--- src/rtl/ov7670_capture_if.sv ---
// ============================================================================
// Module      : ov7670_capture_if
// Description : Bundle of camera-side inputs and frame-buffer-side outputs
//               for ov7670_capture.
//               master : drives camera/enable, observes frame-buffer outputs
//               slave  : the capture block
// Ports       : vsync, href, d[7:0], enable   (master -> slave)
//               pixel[15:0], we, addr[AW-1:0],
//               frame_done, line_err          (slave -> master)
// Revision    : 1.0 - initial release
// ============================================================================
`default_nettype none

interface ov7670_capture_if #(
   parameter int AW = 17
);
   logic          vsync;
   logic          href;
   logic [7:0]    d;
   logic          enable;
   logic [15:0]   pixel;
   logic          we;
   logic [AW-1:0] addr;
   logic          frame_done;
   logic          line_err;

   modport master (
      output vsync, href, d, enable,
      input  pixel, we, addr, frame_done, line_err
   );

   modport slave (
      input  vsync, href, d, enable,
      output pixel, we, addr, frame_done, line_err
   );
endinterface

`default_nettype wire

--- src/rtl/ov7670_capture.sv ---
// ============================================================================
// Module      : ov7670_capture
// Description : OV7670 byte-stream capture into a frame buffer. Pairs of
//               camera bytes form RGB555 words written at y*H_ACTIVE+x.
//               Frames are armed only after a full vsync high->low sequence.
// Ports       : pixclk     - camera PCLK, all logic on its rising edge
//               reset      - asynchronous active-high reset
//               cam.vsync/href/d/enable - camera timing, data, capture enable
//               cam.pixel/we/addr       - frame-buffer write port
//               cam.frame_done          - pulse after last write of a frame
//               cam.line_err            - sticky odd-byte-count line flag
// Revision    : 1.0 - initial release
// ============================================================================
`default_nettype none

module ov7670_capture #(
   parameter int H_ACTIVE = 320,
   parameter int V_ACTIVE = 240,
   parameter int AW       = 17
) (
   input  logic             pixclk,
   input  logic             reset,
   ov7670_capture_if.slave  cam
);

   localparam int XW = $clog2(H_ACTIVE + 1);
   localparam int YW = $clog2(V_ACTIVE + 1);

   localparam logic [XW-1:0] c_X_MAX  = XW'(H_ACTIVE);
   localparam logic [YW-1:0] c_Y_MAX  = YW'(V_ACTIVE);
   localparam logic [YW-1:0] c_Y_LAST = YW'(V_ACTIVE - 1);
   localparam logic [AW-1:0] c_H_STEP = AW'(H_ACTIVE);

   typedef enum logic [1:0] {
      ST_SYNC   = 2'd0,
      ST_VBLANK = 2'd1,
      ST_ACTIVE = 2'd2,
      ST_SKIP   = 2'd3
   } state_t;

   // Input stage S1 plus one more tap of vsync/href for edge detection
   logic          r_vs;
   logic          r_hr;
   logic [7:0]    r_d;
   logic          r_vs_q;
   logic          r_hr_q;

   state_t        r_state;
   state_t        w_state_nxt;

   logic          w_vs_rise;
   logic          w_vs_fall;
   logic          w_frame_start;
   logic          w_frame_end;
   logic          w_in_frame;
   logic          w_done;

   logic          r_phase;
   logic [6:0]    r_hi;       // bit 7 of the high byte is discarded by RGB555
   logic [XW-1:0] r_x;
   logic [YW-1:0] r_y;
   logic [AW-1:0] r_base;     // y*H_ACTIVE, kept incrementally
   logic          r_any;      // at least one byte seen in the current line
   logic          r_wrote;    // at least one write done in the current frame

   logic [15:0]   r_pixel;
   logic          r_we;
   logic [AW-1:0] r_addr;
   logic          r_frame_done;
   logic          r_line_err;

   assign w_vs_rise = r_vs & ~r_vs_q;
   assign w_vs_fall = ~r_vs & r_vs_q;

   // ---------------------------------------------------------------------
   // Input registration
   // ---------------------------------------------------------------------
   always_ff @(posedge pixclk or posedge reset) begin
      if (reset) begin
         r_vs   <= 1'b0;
         r_hr   <= 1'b0;
         r_d    <= 8'd0;
         r_vs_q <= 1'b0;
         r_hr_q <= 1'b0;
      end else begin
         r_vs   <= cam.vsync;
         r_hr   <= cam.href;
         r_d    <= cam.d;
         r_vs_q <= r_vs;
         r_hr_q <= r_hr;
      end
   end

   // ---------------------------------------------------------------------
   // FSM state register
   // ---------------------------------------------------------------------
   always_ff @(posedge pixclk or posedge reset) begin
      if (reset) begin
         r_state <= ST_SYNC;
      end else begin
         r_state <= w_state_nxt;
      end
   end

   // ---------------------------------------------------------------------
   // FSM next state and frame-level controls
   // ---------------------------------------------------------------------
   always_comb begin
      w_state_nxt   = r_state;
      w_frame_start = 1'b0;
      w_frame_end   = 1'b0;
      w_in_frame    = 1'b0;
      w_done        = 1'b0;
      case (r_state)
         ST_SYNC: begin
            // Any partial frame in flight at reset release is discarded here
            if (r_vs) begin
               w_state_nxt = ST_VBLANK;
            end
         end
         ST_VBLANK: begin
            if (w_vs_fall) begin
               w_frame_start = 1'b1;
               w_state_nxt   = cam.enable ? ST_ACTIVE : ST_SKIP;
            end
         end
         ST_ACTIVE, ST_SKIP: begin
            // vsync rising takes priority over any byte in the same cycle,
            // so a line still open at that point is abandoned
            if (w_vs_rise) begin
               w_frame_end = 1'b1;
               w_done      = (r_state == ST_ACTIVE) && r_wrote;
               w_state_nxt = ST_VBLANK;
            end else begin
               w_in_frame = 1'b1;
            end
         end
         default: begin
            w_state_nxt = ST_SYNC;
         end
      endcase
   end

   // ---------------------------------------------------------------------
   // Line/pixel datapath and outputs
   // ---------------------------------------------------------------------
   always_ff @(posedge pixclk or posedge reset) begin
      if (reset) begin
         r_phase      <= 1'b0;
         r_hi         <= 7'd0;
         r_x          <= '0;
         r_y          <= '0;
         r_base       <= '0;
         r_any        <= 1'b0;
         r_wrote      <= 1'b0;
         r_pixel      <= 16'd0;
         r_we         <= 1'b0;
         r_addr       <= '0;
         r_frame_done <= 1'b0;
         r_line_err   <= 1'b0;
      end else begin
         r_we         <= 1'b0;
         r_frame_done <= w_done;

         if (w_frame_start) begin
            r_phase <= 1'b0;
            r_x     <= '0;
            r_y     <= '0;
            r_base  <= '0;
            r_any   <= 1'b0;
            r_wrote <= 1'b0;
            r_addr  <= '0;
         end else if (w_frame_end) begin
            r_phase <= 1'b0;
            r_x     <= '0;
            r_any   <= 1'b0;
         end else if (w_in_frame) begin
            if (r_hr) begin
               r_any   <= 1'b1;
               r_phase <= ~r_phase;
               if (!r_phase) begin
                  r_hi <= r_d[6:0];
               end else begin
                  // x keeps counting in SKIP too; it saturates at H_ACTIVE
                  if (r_x < c_X_MAX) begin
                     r_x <= r_x + XW'(1);
                  end
                  if ((r_state == ST_ACTIVE) && (r_x < c_X_MAX) && (r_y < c_Y_MAX)) begin
                     r_we    <= 1'b1;
                     r_pixel <= {1'b0, r_hi, r_d};
                     r_addr  <= r_base + AW'(r_x);
                     r_wrote <= 1'b1;
                  end
               end
            end else if (r_hr_q) begin
               // href falling: close the line, drop any dangling high byte
               r_x     <= '0;
               r_phase <= 1'b0;
               r_any   <= 1'b0;
               if (r_phase) begin
                  r_line_err <= 1'b1;
               end
               if (r_any) begin
                  if (r_y < c_Y_MAX) begin
                     r_y <= r_y + YW'(1);
                  end
                  // base stops at the last line so it never leaves the buffer
                  if (r_y < c_Y_LAST) begin
                     r_base <= r_base + c_H_STEP;
                  end
               end
            end
         end
      end
   end

   assign cam.pixel      = r_pixel;
   assign cam.we         = r_we;
   assign cam.addr       = r_addr;
   assign cam.frame_done = r_frame_done;
   assign cam.line_err   = r_line_err;

endmodule

`default_nettype wire

--- src/flat_wrapper.sv ---
// flat-port wrapper written by rule: the top's interface ports become plain ports
module ov7670_capture_flat 
#(
   parameter int H_ACTIVE = 320,
   parameter int V_ACTIVE = 240,
   parameter int AW       = 17
)
  (pixclk, reset, cam_vsync, cam_href, cam_d, cam_enable, cam_pixel, cam_we, cam_addr, cam_frame_done, cam_line_err);
  ov7670_capture_if #(.AW(AW)) cam_i ();
  input  logic pixclk;
  input  logic reset;
  input wire logic [$bits(cam_i.vsync)-1:0] cam_vsync;
  input wire logic [$bits(cam_i.href)-1:0] cam_href;
  input wire logic [$bits(cam_i.d)-1:0] cam_d;
  input wire logic [$bits(cam_i.enable)-1:0] cam_enable;
  output wire logic [$bits(cam_i.pixel)-1:0] cam_pixel;
  output wire logic [$bits(cam_i.we)-1:0] cam_we;
  output wire logic [$bits(cam_i.addr)-1:0] cam_addr;
  output wire logic [$bits(cam_i.frame_done)-1:0] cam_frame_done;
  output wire logic [$bits(cam_i.line_err)-1:0] cam_line_err;
  assign cam_i.vsync = cam_vsync;
  assign cam_i.href = cam_href;
  assign cam_i.d = cam_d;
  assign cam_i.enable = cam_enable;
  assign cam_pixel = cam_i.pixel;
  assign cam_we = cam_i.we;
  assign cam_addr = cam_i.addr;
  assign cam_frame_done = cam_i.frame_done;
  assign cam_line_err = cam_i.line_err;
  ov7670_capture #(.H_ACTIVE(H_ACTIVE), .V_ACTIVE(V_ACTIVE), .AW(AW)) u_core (.pixclk(pixclk), .reset(reset), .cam(cam_i));
endmodule
--- config.mk ---
export PLATFORM = sky130hd
export DESIGN_NAME = ov7670_capture_flat
export DESIGN_NICKNAME = d
export VERILOG_FILES = /design/src/rtl/ov7670_capture_if.sv /design/src/rtl/ov7670_capture.sv /design/src/flat_wrapper.sv
export SDC_FILE = /design/constraint.sdc
export NUM_CORES = 1
export LEC_CHECK = 0
export BUFFER_PORTS_ARGS = -buffer_cell sky130_fd_sc_hd__buf_4
export CORE_UTILIZATION = 52
export DETAILED_ROUTE_END_ITERATION = 10
export GPL_TIMING_DRIVEN = 0
export PLACE_DENSITY = 0.76
export SYNTH_ARGS = -nofsm -noshare
export SYNTH_HDL_FRONTEND = slang
export SYNTH_SLANG_ARGS = --single-unit
export TNS_END_PERCENT = 30
--- constraint.sdc ---
create_clock -name pixclk -period 2.5 [get_ports pixclk]
set_clock_uncertainty 0.15 [all_clocks]
set_input_delay 0.25 -clock pixclk [delete_from_list [all_inputs] [get_ports pixclk]]
set_output_delay 0.25 -clock pixclk [all_outputs]
set_load 0.005 [all_outputs]
==> flow_summary.json <==
{
  "grt_start_max_net_pins": 45,
  "overflow": 0,
  "dp_slack_ps": 493,
  "routed_via_density": 5.34,
  "cts_tree": "done",
  "timing.setup.tns_ps": 0,
  "r2r-end": "u_core.r_base[9]",
  "wl_per_cell_microns": 13.8,
  "p_leak_nw": 2.21,
  "cts_hold_buf": 12,
  "yosys_most_used_dff": "dfrtp_1",
  "layout_setup_ws_ps": 516,
  "cts_root_buffer": "clkbuf_8",
  "rsz0062_at_grt": "false",
  "maxSlewHeadroom_pct": 64.0,
  "ys_types": 53,
  "vias": 2891,
  "drtAntennaViolNets": 0,
  "postSynthAreaPerCell_sq_um": 10.4,
  "areaGrowthSynthToFinish_pct": 22.2,
  "port-buffer-count": 47,
  "first_global_vias": 2742,
  "synth_area_leaders": "dfrtp_1, nand2_1, xnor2_1, nand3_1, o21ai_0",
  "dieArea_sq_mm": 0.00770,
  "power.density_mw_per_mm2": 732,
  "ys_warn_count": 0,
  "crit_arrival_ps": 2050,
  "cp_cell_sequence": "ha_1 -> a31oi_1 -> o2111ai_4 -> buf_2 -> o211ai_1 -> o31ai_1",
  "grt_antenna_before_repair": 0,
  "reg2reg_slack_ps": 520,
  "antenna_cells": 0,
  "drt_iter0_markers": 119,
  "row_count": 30,
  "core_sq_mm": 0.00694,
  "critPathMaxFanout": 10,
  "wl_microns": 7460,
  "dpl.hpwl_microns": 5230,
  "clk_pin_slew_ps": 80,
  "worst_hold_path_type": "input pin to async pin",
  "crit_slowest_cell": "dfrtp_1",
  "crit_type": "flop to flop",
  "cts_made_buffers": 9,
  "place_congestion": 0.844,
  "fmax_mhz": 504,
  "min_period_over_period_pct": 79.3,
  "htreeDepth": 3,
  "r2r-start": "u_core.r_y[0]",
  "ys_ff_latch": 87,
  "syn_nets": 387,
  "synthArstFlopShare_pct": 100,
  "setup_viol": 0,
  "status": "finished, final reports clean",
  "die_x_microns": 87.8,
  "final_cell_area_sq_mm": 0.00467,
  "ir_drop_v": 0.000333,
  "hold_viol": 0,
  "grt_usage_pct": 21.8,
  "maxCapViolCount": 0,
  "nNetsFinal": 459,
  "drive_gt1_share_pct": 22.7,
  "cts_setup_buffers": 0,
  "clkSinkCount": 87,
  "required_ps": 2560,
  "cp-start-kind": "flop",
  "r2r_cells": 6,
  "synth.yosys.seq_area_share_pct": 56.9,
  "die_height_microns": 87.8,
  "synth-edff-count": 0,
  "tightest_slew_ps": 540,
  "power.total_mw": 3.42,
  "netlist_area_sq_mm": 0.00382,
  "post_cts_resized": 0,
  "critPathMaxStageDelay_ps": 410,
  "place_area_sq_mm": 0.00434,
  "synth.top_cell.area_share_pct": 56.9,
  "synth_cells": 368,
  "clk_latency_ps": 350,
  "dr.pass1.iters": 4,
  "drc": 0,
  "synth_top_area_cell": "dfrtp_1",
  "end_kind": "flop",
  "drv_slew": 0,
  "cts_buffer_depth": 2,
  "fillCellCount": 548,
  "grt_pass1_wl_microns": 12700,
  "start_util_pct": 55.1,
  "io_pins": 49,
  "layout_min_cycle_time_ps": 1980
}
-- synth_stat cells (2+ instances only) --
master     number
a21oi_1         7
a31oi_1         4
and3_1          2
and4_1          2
buf_1           2
buf_2          12
buf_4           3
dfrtp_1        87
ha_1            6
inv_1           4
mux2_2          7
nand2_1        76
nand3_1        27
nand4_1         5
nand4bb_1       2
nor2_1         25
nor2b_1         4
nor3_1          6
nor3b_1         2
nor4_2          3
o211ai_1        3
o21ai_0        21
o21ai_1         4
o31ai_1         3
or3_1           4
xnor2_1        17
xor2_1          4
-- how the worst max path moves through the flow --
stage                      from  cells after the start  slack (ps)                   to
2_1_floorplan     u_core.r_y[0]                      6         680    u_core.r_base[16]
3_3_place_gp              reset                      2         540  u_core.cam.addr[14]
3_5_place_dp   u_core.r_base[7]                      6         490  u_core.cam.addr[15]
4_1_cts        u_core.r_base[7]                      6         490  u_core.cam.addr[15]
5_1_grt           u_core.r_y[0]                      6         360     u_core.r_base[9]
6_report          u_core.r_y[0]                      6         520     u_core.r_base[9]
-- state kept, by name, summed over array words and instances, names as in the netlist, 2 cells and up --
name	flops
u_core.r_base	11
u_core.r_y	8
u_core.r_state	2
u_core.r_d	8
u_core.cam.addr	17
u_core.cam.pixel	15
u_core.r_x	9
u_core.r_hi	7
-- metal layers --
| metal | vias to the layer above | part of all wire (%) | global-route usage, % | routed length (microns) |
|---|---|---|---|---|
| met2 | 52 | 50 | 36.6 | 3740 |
| met4 | 0 | 0.99 | 6.56 | 74 |
| li1 | 1400 | - | - | - |
| met1 | 1433 | 45 | 27.3 | 3400 |
| met3 | 6 | 3.3 | 6.22 | 250 |
| met5 | - | 0 | 0 | 0 |
-- critical path: cells and delay by family (launching register included) --
kind,cells,cell delay [ps]
fa+ha+maj,1,230
compound gates,4,800
flops,1,410
buf+inv,1,250
-- logic make-up after synthesis --
family                     synth area share (%)
buffers and inverters                      2.94
other                                    0.0981
xor gates and xnor gates                   4.81
and+or+nand+nor                            22.1
AOI/OAI and AO/OA                          8.80
adders and majority gates                  1.96
muxes                                      2.32
DFF                                        56.9
-- placed cells by master, fill, tap and decap left out, drive strengths merged, types with 5 or more instances in the layout --
cell	count
a21oi	8
buf	66
clkbuf	11
dfrtp	87
dlygate4sd3	12
ha	6
mux2	7
nand2	76
nand3	28
nand4	5
nor2	25
nor3	7
o21ai	25
xnor2	17
-- power breakdown --
group / internal (mW) / total (mW) / switching, mW
Combinational: 0.317 / 0.616 / 0.299
Clock: 0.559 / 1.03 / 0.474
Sequential: 1.62 / 1.77 / 0.153
Total: 2.50 / 3.42 / 0.925
-- per-stage QoR --
step                      utilization (%)  hold slack, ps  instances
after floorplan                         -             131        368
after global placement               61.9             209        511
after detailed placement             62.5           -9.11        513
after CTS                            67.3             166        541
after global routing                 67.3             158        541
final                                67.3             185        541
-- final cells by class --
cell class	count	area [sq um]	area share [%]
Buffer	18	93.8	2.01
Clock buffer	10	128	2.73
Clock inverter	6	85.1	1.82
Inverter	5	22.5	0.482
Multi-Input combinational cell	258	1530	32.8
Sequential cell	87	2180	46.6
Tap cell	96	120	2.57
Timing Repair Buffer	61	513	11.0
No activity file was read; power rests on OpenSTA's default activity.
